--- src/rtl/mfe_led7seg_scan_driver.sv ---
// Scan driver for a 74HC595-based 7-segment display.
// Keeps a double-buffered frame of hex digits, decodes one digit per scan tick
// and hands a {seg, dig} word to the shift controller over a vld/rdy handshake.
module mfe_led7seg_scan_driver #(
    parameter int DIG_NUM     = 8,
    parameter int SCAN_DIV    = 2000,
    parameter int SEG_ACT_LOW = 1,
    parameter int DIG_ACT_LOW = 0,
    localparam int SEG_NUM    = 8,
    localparam int DAT_WIDTH  = DIG_NUM + SEG_NUM
) (
    input  logic                   clk,
    input  logic                   rst,
    input  logic                   en,
    input  logic [4*DIG_NUM-1:0]   frm_hex,
    input  logic [DIG_NUM-1:0]     frm_dp,
    input  logic [DIG_NUM-1:0]     frm_blank,
    input  logic                   frm_vld,
    output logic [DAT_WIDTH-1:0]   dat,
    output logic                   vld,
    input  logic                   rdy,
    output logic                   frm_pend
);

    localparam int IDX_W = (DIG_NUM > 1) ? $clog2(DIG_NUM) : 1;
    localparam int CNT_W = $clog2(SCAN_DIV);
    localparam logic [CNT_W-1:0] CNT_MAX = CNT_W'(SCAN_DIV - 1);
    localparam logic [IDX_W-1:0] IDX_MAX = IDX_W'(DIG_NUM - 1);
    localparam logic [SEG_NUM-1:0] SEG_OFF = (SEG_ACT_LOW != 0) ? '1 : '0;
    localparam logic [DIG_NUM-1:0] DIG_OFF = (DIG_ACT_LOW != 0) ? '1 : '0;

    localparam logic [2:0] S_IDLE  = 3'd0;
    localparam logic [2:0] S_SEND  = 3'd1;
    localparam logic [2:0] S_GUARD = 3'd2;
    localparam logic [2:0] S_WAIT  = 3'd3;
    localparam logic [2:0] S_BLANK = 3'd4;

    logic [2:0]             state_q, state_d;
    logic [CNT_W-1:0]       cnt_q, cnt_d;
    logic                   tick_pend_q, tick_pend_d;
    logic [IDX_W-1:0]       idx_q, idx_d;
    logic                   blanked_q, blanked_d;
    logic [DAT_WIDTH-1:0]   dat_q, dat_d;
    logic                   vld_q, vld_d;
    logic                   frm_pend_q, frm_pend_d;
    logic [4*DIG_NUM-1:0]   act_hex_q, act_hex_d, shd_hex_q, shd_hex_d;
    logic [DIG_NUM-1:0]     act_dp_q, act_dp_d, shd_dp_q, shd_dp_d;
    logic [DIG_NUM-1:0]     act_blank_q, act_blank_d, shd_blank_q, shd_blank_d;

    logic                   tick;
    logic                   use_shadow;
    logic [4*DIG_NUM-1:0]   sel_hex;
    logic [DIG_NUM-1:0]     sel_dp, sel_blank;
    logic [3:0]             hex_nib [DIG_NUM];
    logic [3:0]             cur_nib;
    logic [DIG_NUM-1:0]     dig_raw;
    logic [6:0]             seg7;
    logic [SEG_NUM-1:0]     seg_raw;
    logic [DAT_WIDTH-1:0]   scan_word;

    // The word for digit 0 is the promotion point, so it is built straight from the shadow.
    assign use_shadow = frm_pend_q && (idx_q == '0);
    assign sel_hex    = use_shadow ? shd_hex_q   : act_hex_q;
    assign sel_dp     = use_shadow ? shd_dp_q    : act_dp_q;
    assign sel_blank  = use_shadow ? shd_blank_q : act_blank_q;
    assign cur_nib    = hex_nib[idx_q];
    assign tick       = en && (cnt_q == CNT_MAX);

    generate
        for (genvar gi = 0; gi < DIG_NUM; gi++) begin : g_digit
            assign hex_nib[gi] = sel_hex[4*gi +: 4];
            assign dig_raw[gi] = (idx_q == IDX_W'(gi));
        end
    endgenerate

    // Decode the selected digit to segments and apply output polarities.
    always_comb begin
        seg7 = 7'h00;
        case (cur_nib)
            4'h0: seg7 = 7'h3F;
            4'h1: seg7 = 7'h06;
            4'h2: seg7 = 7'h5B;
            4'h3: seg7 = 7'h4F;
            4'h4: seg7 = 7'h66;
            4'h5: seg7 = 7'h6D;
            4'h6: seg7 = 7'h7D;
            4'h7: seg7 = 7'h07;
            4'h8: seg7 = 7'h7F;
            4'h9: seg7 = 7'h6F;
            4'hA: seg7 = 7'h77;
            4'hB: seg7 = 7'h7C;
            4'hC: seg7 = 7'h39;
            4'hD: seg7 = 7'h5E;
            4'hE: seg7 = 7'h79;
            default: seg7 = 7'h71;
        endcase
        seg_raw   = sel_blank[idx_q] ? '0 : {sel_dp[idx_q], seg7};
        scan_word = {(SEG_ACT_LOW != 0) ? ~seg_raw : seg_raw,
                     (DIG_ACT_LOW != 0) ? ~dig_raw : dig_raw};
    end

    // Next-state logic: tick counter, held tick, frame buffers and the handshake FSM.
    always_comb begin
        state_d     = state_q;
        idx_d       = idx_q;
        blanked_d   = blanked_q;
        dat_d       = dat_q;
        vld_d       = 1'b0;
        frm_pend_d  = frm_pend_q;
        act_hex_d   = act_hex_q;
        act_dp_d    = act_dp_q;
        act_blank_d = act_blank_q;
        shd_hex_d   = shd_hex_q;
        shd_dp_d    = shd_dp_q;
        shd_blank_d = shd_blank_q;

        if (!en || tick) begin
            cnt_d = '0;
        end else begin
            cnt_d = cnt_q + CNT_W'(1);
        end

        // A tick in the SEND cycle survives; otherwise SEND consumes the held tick.
        if (!en) begin
            tick_pend_d = 1'b0;
        end else if (tick) begin
            tick_pend_d = 1'b1;
        end else if (state_q == S_SEND) begin
            tick_pend_d = 1'b0;
        end else begin
            tick_pend_d = tick_pend_q;
        end

        case (state_q)
            S_IDLE: begin
                if ((tick_pend_q || tick) && rdy && en) begin
                    state_d = S_SEND;
                end else if (!en && !blanked_q) begin
                    state_d = S_BLANK;
                end
            end
            S_SEND: begin
                dat_d   = scan_word;
                vld_d   = 1'b1;
                idx_d   = (idx_q == IDX_MAX) ? '0 : idx_q + IDX_W'(1);
                state_d = S_GUARD;
                if (en) begin
                    blanked_d = 1'b0;
                end
                if (use_shadow) begin
                    act_hex_d   = shd_hex_q;
                    act_dp_d    = shd_dp_q;
                    act_blank_d = shd_blank_q;
                    frm_pend_d  = 1'b0;
                end
            end
            S_GUARD: state_d = S_WAIT;
            S_WAIT: begin
                if (rdy) begin
                    state_d = S_IDLE;
                end
            end
            S_BLANK: begin
                if (rdy) begin
                    dat_d     = {SEG_OFF, DIG_OFF};
                    vld_d     = 1'b1;
                    blanked_d = 1'b1;
                    idx_d     = '0;
                    state_d   = S_GUARD;
                end
            end
            default: state_d = S_IDLE;
        endcase

        // A fresh frame always wins over a promotion in the same cycle.
        if (frm_vld) begin
            shd_hex_d   = frm_hex;
            shd_dp_d    = frm_dp;
            shd_blank_d = frm_blank;
            frm_pend_d  = 1'b1;
        end
    end

    // State registers with synchronous reset; frames reset to fully blanked.
    always_ff @(posedge clk) begin
        if (rst) begin
            state_q     <= S_IDLE;
            cnt_q       <= '0;
            tick_pend_q <= 1'b0;
            idx_q       <= '0;
            blanked_q   <= 1'b0;
            dat_q       <= '0;
            vld_q       <= 1'b0;
            frm_pend_q  <= 1'b0;
            act_hex_q   <= '0;
            act_dp_q    <= '0;
            act_blank_q <= '1;
            shd_hex_q   <= '0;
            shd_dp_q    <= '0;
            shd_blank_q <= '1;
        end else begin
            state_q     <= state_d;
            cnt_q       <= cnt_d;
            tick_pend_q <= tick_pend_d;
            idx_q       <= idx_d;
            blanked_q   <= blanked_d;
            dat_q       <= dat_d;
            vld_q       <= vld_d;
            frm_pend_q  <= frm_pend_d;
            act_hex_q   <= act_hex_d;
            act_dp_q    <= act_dp_d;
            act_blank_q <= act_blank_d;
            shd_hex_q   <= shd_hex_d;
            shd_dp_q    <= shd_dp_d;
            shd_blank_q <= shd_blank_d;
        end
    end

    assign dat      = dat_q;
    assign vld      = vld_q;
    assign frm_pend = frm_pend_q;

endmodule

--- config.mk ---
export PLATFORM = sky130hd
export DESIGN_NAME = mfe_led7seg_scan_driver
export DESIGN_NICKNAME = d
export VERILOG_FILES = /design/src/rtl/mfe_led7seg_scan_driver.sv
export SDC_FILE = /design/constraint.sdc
export NUM_CORES = 1
export LEC_CHECK = 0
export CELL_PAD_IN_SITES_DETAIL_PLACEMENT = 1
export CELL_PAD_IN_SITES_GLOBAL_PLACEMENT = 1
export CORE_MARGIN = 2
export CORE_UTILIZATION = 46
export CTS_CLUSTER_SIZE = 20
export DETAILED_ROUTE_END_ITERATION = 8
export PLACE_DENSITY = 0.95
export SKIP_LAST_GASP = 1
export SLEW_MARGIN = 0
export SYNTH_ARGS = -nofsm -noshare
export SYNTH_HDL_FRONTEND = slang
export SYNTH_SLANG_ARGS = --single-unit
--- constraint.sdc ---
create_clock -name clk -period 10.55 [get_ports clk]
set_clock_uncertainty 0.1 [all_clocks]
set_input_delay 3.165 -clock clk [delete_from_list [all_inputs] [get_ports clk]]
set_output_delay 3.165 -clock clk [all_outputs]
set_load 0.05 [all_outputs]
* Word-level counts from Yosys, hierarchy flattened
Memories as Yosys holds them, arrays and structs flattened.
Index checks and enable logic that the tools add are counted.
** Storage, ports and cells
- Register bits :: 133
- Bits in read-only memories :: 112
- Bits of input ports :: 53
- Word-level logic and storage cells :: 89
- Memories :: 1
** Memory list
- (no name shown) :: depth 16, width 7, rd ports 1, clocked after memory_dff 0, wr ports 0, line 79 : case (cur_nib)
** Operators by class
- $add $sub $neg :: 2
- Order comparisons :: 2
- Equality and inequality tests :: 16
- Multiplexer cells :: 30
- Bitwise logic cells :: 3
- Reductions and logical operators :: 21
** Operators by type and width (count)
- 32-bit two-way mux :: 1
- 16-bit one-hot mux with 2 select lines :: 1
- 8-bit two-way mux :: 3
- 16-bit two-way mux :: 1
- 3-bit equality test, second input constant :: 5
- 3-bit two-way mux :: 5
- 3-bit one-hot mux with 5 select lines :: 1
- 4-bit binary-select mux with 3-bit select :: 1
- 3-bit by 2-bit equality test with 1-bit output, second input constant :: 4
- 11-bit by 1-bit adder with 11-bit output, second input constant :: 1
- 11-bit equality test, second input constant :: 1
- 1-bit two-way mux :: 10
- 4-bit two-way mux :: 2
- 8-bit NOT :: 1
- 2-bit nonzero test :: 4
- 1-bit binary-select mux with 3-bit select :: 2
- 3-bit by 1-bit equality test with 1-bit output, second input constant :: 2
- 3-bit zero test :: 2
- 2-bit != test, second input constant :: 3
- 3-bit one-hot mux with 2 select lines :: 1
- 3-bit AND reduction :: 2
- 1-bit logical AND :: 5
- 4-bit greater-or-equal comparator, second input constant :: 1
- 3-bit by 4-bit less-than comparator with 1-bit output, second input constant :: 1
- 9 further kinds :: 14

* Longest topological paths before layout
An unclocked memory read counts as a cell.
- Depth after elaboration :: 10
- Gate-level depth with buffers :: 16
- Mapped depth without buffers :: 12

* Least setup slack after synthesis
Ideal clock, no wire load.
- Path kind :: input to register
- Start point :: input frm_vld
- End point :: register shd_hex_q[0]
- Arrival :: 4.351 ns
- Data required time :: 10.322 ns
- Path slack :: 5.971 ns
- Stages on the path :: 4
- Buffers on the path :: 2
- Cell sequence :: buf_1 -> buf_1 -> mux2i_1 -> nor2_1
** RTL lines
- from (decl) :: line 18 : input logic frm_vld,
- to (signal assigned) :: line 213 : shd_hex_q <= shd_hex_d;
- to (decl) :: line 46 : logic [4*DIG_NUM-1:0] act_hex_q, act_hex_d, shd_hex_q, shd_hex_d;

* Final worst setup path
- Start point :: input rdy
- End point :: register dat_q[12], in the netlist dat[12]
** Between the ends
- Word-level cells in the longest chain between the ends :: 2
** RTL lines
- from (decl) :: line 21 : input logic rdy,
- 2-bit != test (no line)
- 2-bit AND reduction (no line)
- to (signal assigned) :: line 207 : dat_q <= dat_d;
- to (decl) :: line 43 : logic [DAT_WIDTH-1:0] dat_q, dat_d;
Every way passes these cells.
A chain may end at the register's enable or synchronous reset.

==> metrics <==
Netlist cell types=48; Net count, final=751; final hold violations=0; Synth Register Bits=133; post-synthesis xor/xnor area fraction=1.320%; Synth Area in Simple Gates=18.27%; clk buf depth=2; initial antenna violation count=0; most common cell after layout, fill and taps aside=dfxtp_1; Vias=4867; vias in the first global route=5437; Worst-Skew Late Latency=0.41 ns; Post-Route WL=16290 µm; Core Footprint=12670 µm²; Die Y-Extent=117.9 µm; Compound-Gate Fraction of Synth Area=10.54%; Hold WC Path Type=flop to flop; Final min period=4.953 ns; WP buf/inv=1; # IOs=71; setup ws final=5.597 ns; commonest non-fill, non-tap cells in the layout=dfxtp_1, nand2_1, nor2_1; Adder-Cell Fraction of Synth Area=2.724%; CTS tree=yes; crit-path leading delay family=compound AO/OA/AOI/OAI gates; gpl congestion=0.8568; worst-path fanout max=14; largest net degree at the start of global routing=124; highest attainable clock frequency=201.9 MHz; Max-Cap Viols=0; antenna diode count=0; VDD IR max=0.1097 mV; Area Overhead vs Synth=21.41%; row cnt=41; worst rel slew slack=16.96%; count of final setup violators=0; Post-synth EDFFs=0; max-slew violation count=0; cell breakdown of the critical path=clkdlybuf4s50_1 -> nand3b_1 -> a21oi_1 -> nor2_1 -> a311oi_1; Hold Buf Count CTS=0; Starting Density=47.13%; Die W=117.9 µm; CTS Sinks=133; H-tree Lvls=4; crit path from=rdy; pre-CTS WS=5.290 ns; Mapped Nets=700; Yosys warning count=0; Post-synth ARST share=0%; main combinational cell family by area after synthesis=multiplexers; Worst EP required=10.76 ns; CP Data Arrival Time=5.16 ns; # DRC=0; fraction of layout cells with a size suffix above 1=9.640%; Iter 0 DRT Violations=303; post-DP HPWL=10990 µm; Crit. End Element=flop; CP peak stage delay=0.88 ns; final period utilization=46.95%; post-synthesis sequential area ratio=44.58%; clk slew on worst S/H paths=0.05 ns; Power per Cell Area=164.5 nW/µm²; drt wl/cell=18.78 µm; DRT Pass-1 Iters=4; synthesized instance count=634; via/cell ratio=5.614; global-route wire length before repair=27170 µm; fillers=1436; hold path start=act_hex_q[22]; slowest CP cell=a21oi_1; proportion of synthesized area in mux cells=18.56%; crit start category=input port; leakage=0.002780 µW; mapped cell area=5972 µm²; Num CTS Buffers=17; Synth Flop Type=dfxtp_1; gr ovfl total=0; GRT Overall Usage=24.48%; worst-margin pin slew=1.246 ns; post-route ant nets=0; postcts setup bufs=0; Fin Setup TNS=0 ns; root buffer cell=clkbuf_16; CP Class=input port to flop; post_cts resized=0; RSZ-0062 raised after global routing=false; outcome=finished, final reports clean; Port Buffer Count=70; Syn Area/Cell=9.420 µm²; Worst R2R Start=idx_q[1]; die area=13910 µm²
==> kinds of logic (layout without fill, tap and decap cells) <==
group | after synthesis | count (layout)
mux | 76 | 76
compound gates | 96 | 96
flops | 133 | 133
fa+ha+maj | 13 | 13
buf+inv | 54 | 115
xor+xnor | 9 | 9
simple gates | 253 | 253
==> sequential cells by signal, indices dropped and copies added, names as in the netlist <==
register     flops
act_hex_q       32
shd_hex_q       32
dat             16
cnt_q           11
act_blank_q      8
act_dp_q         8
shd_blank_q      8
shd_dp_q         8
idx_q            3
state_q          3
blanked_q        1
frm_pend         1
tick_pend_q      1
vld              1
==> cell type report <==
class | count | area [µm²] | share of cell area (%)
Clock inverter | 4 | 22.52 | 0.3106
Sequential cell | 133 | 2663 | 36.72
Multi-Input combinational cell | 447 | 3073 | 42.38
Timing Repair Buffer | 75 | 730.7 | 10.08
Inverter | 11 | 41.29 | 0.5695
Clock buffer | 25 | 505.5 | 6.972
Tap cell | 172 | 215.2 | 2.968
==> final timing paths <==
kind	endpoint	slack, ns	cells past startpoint
setup / recovery	dat[12]	5.60	5
hold / removal	act_hex_q[22]	0.35	2
setup reg to reg	dat[8]	5.82	13
hold reg to reg	act_hex_q[22]	0.35	2
==> per-layer routing <==
metal  routed length [µm]  global-route usage (%)  vias to the layer above
met5                    0                       0                        -
met4                  451                   9.488                        0
met3                  626                   5.572                       37
met2                 8833                   45.57                      121
met1                 6374                   26.81                     2415
li1                     -                       -                     2294
==> synthesized netlist by cell type, types with 9 or more instances <==
master	count	share of area [%]
ha_1	13	2.7
dfxtp_1	133	45
inv_1	9	0.57
nand3_1	14	1.2
nor2b_1	9	0.94
nand2_1	114	7.2
a21oi_1	57	4.8
nor2_1	82	5.2
clkbuf_1	34	2.1
mux2i_1	47	7.9
a211o_1	9	1.3
nand3b_1	12	1.5
mux4_2	19	7.2
==> through the flow <==
stage               util [%]  instance area, µm²  power [µW]  instances  hold WS (ns)
finish                 57.22                7251        1193        867        0.3542
global route           57.22                7251        1241        867        0.3810
CTS                    57.22                7251        1202        867        0.3582
detailed placement     53.06                6723       674.6        838        0.3479
global placement       53.06                6723       666.2        838        0.3230
floorplan                  -                5972       626.2        634        0.3132
==> worst min-delay path: cells and delay by family, from the launching register on <==
kind               cells  cell delay (ns)
and+or+nand+nor        1             0.05
DFF                    1             0.30
AOI/OAI and AO/OA      1             0.05
==> power breakdown <==
| part | internal, µW | switching, µW | leakage [µW] |
|---|---|---|---|
| sequential | 521 | 17.2 | 0.00108 |
| combinational | 57.7 | 69.8 | 0.00143 |
| clock | 326 | 201 | 0.000261 |
No activity file was read; power rests on OpenSTA's default activity.
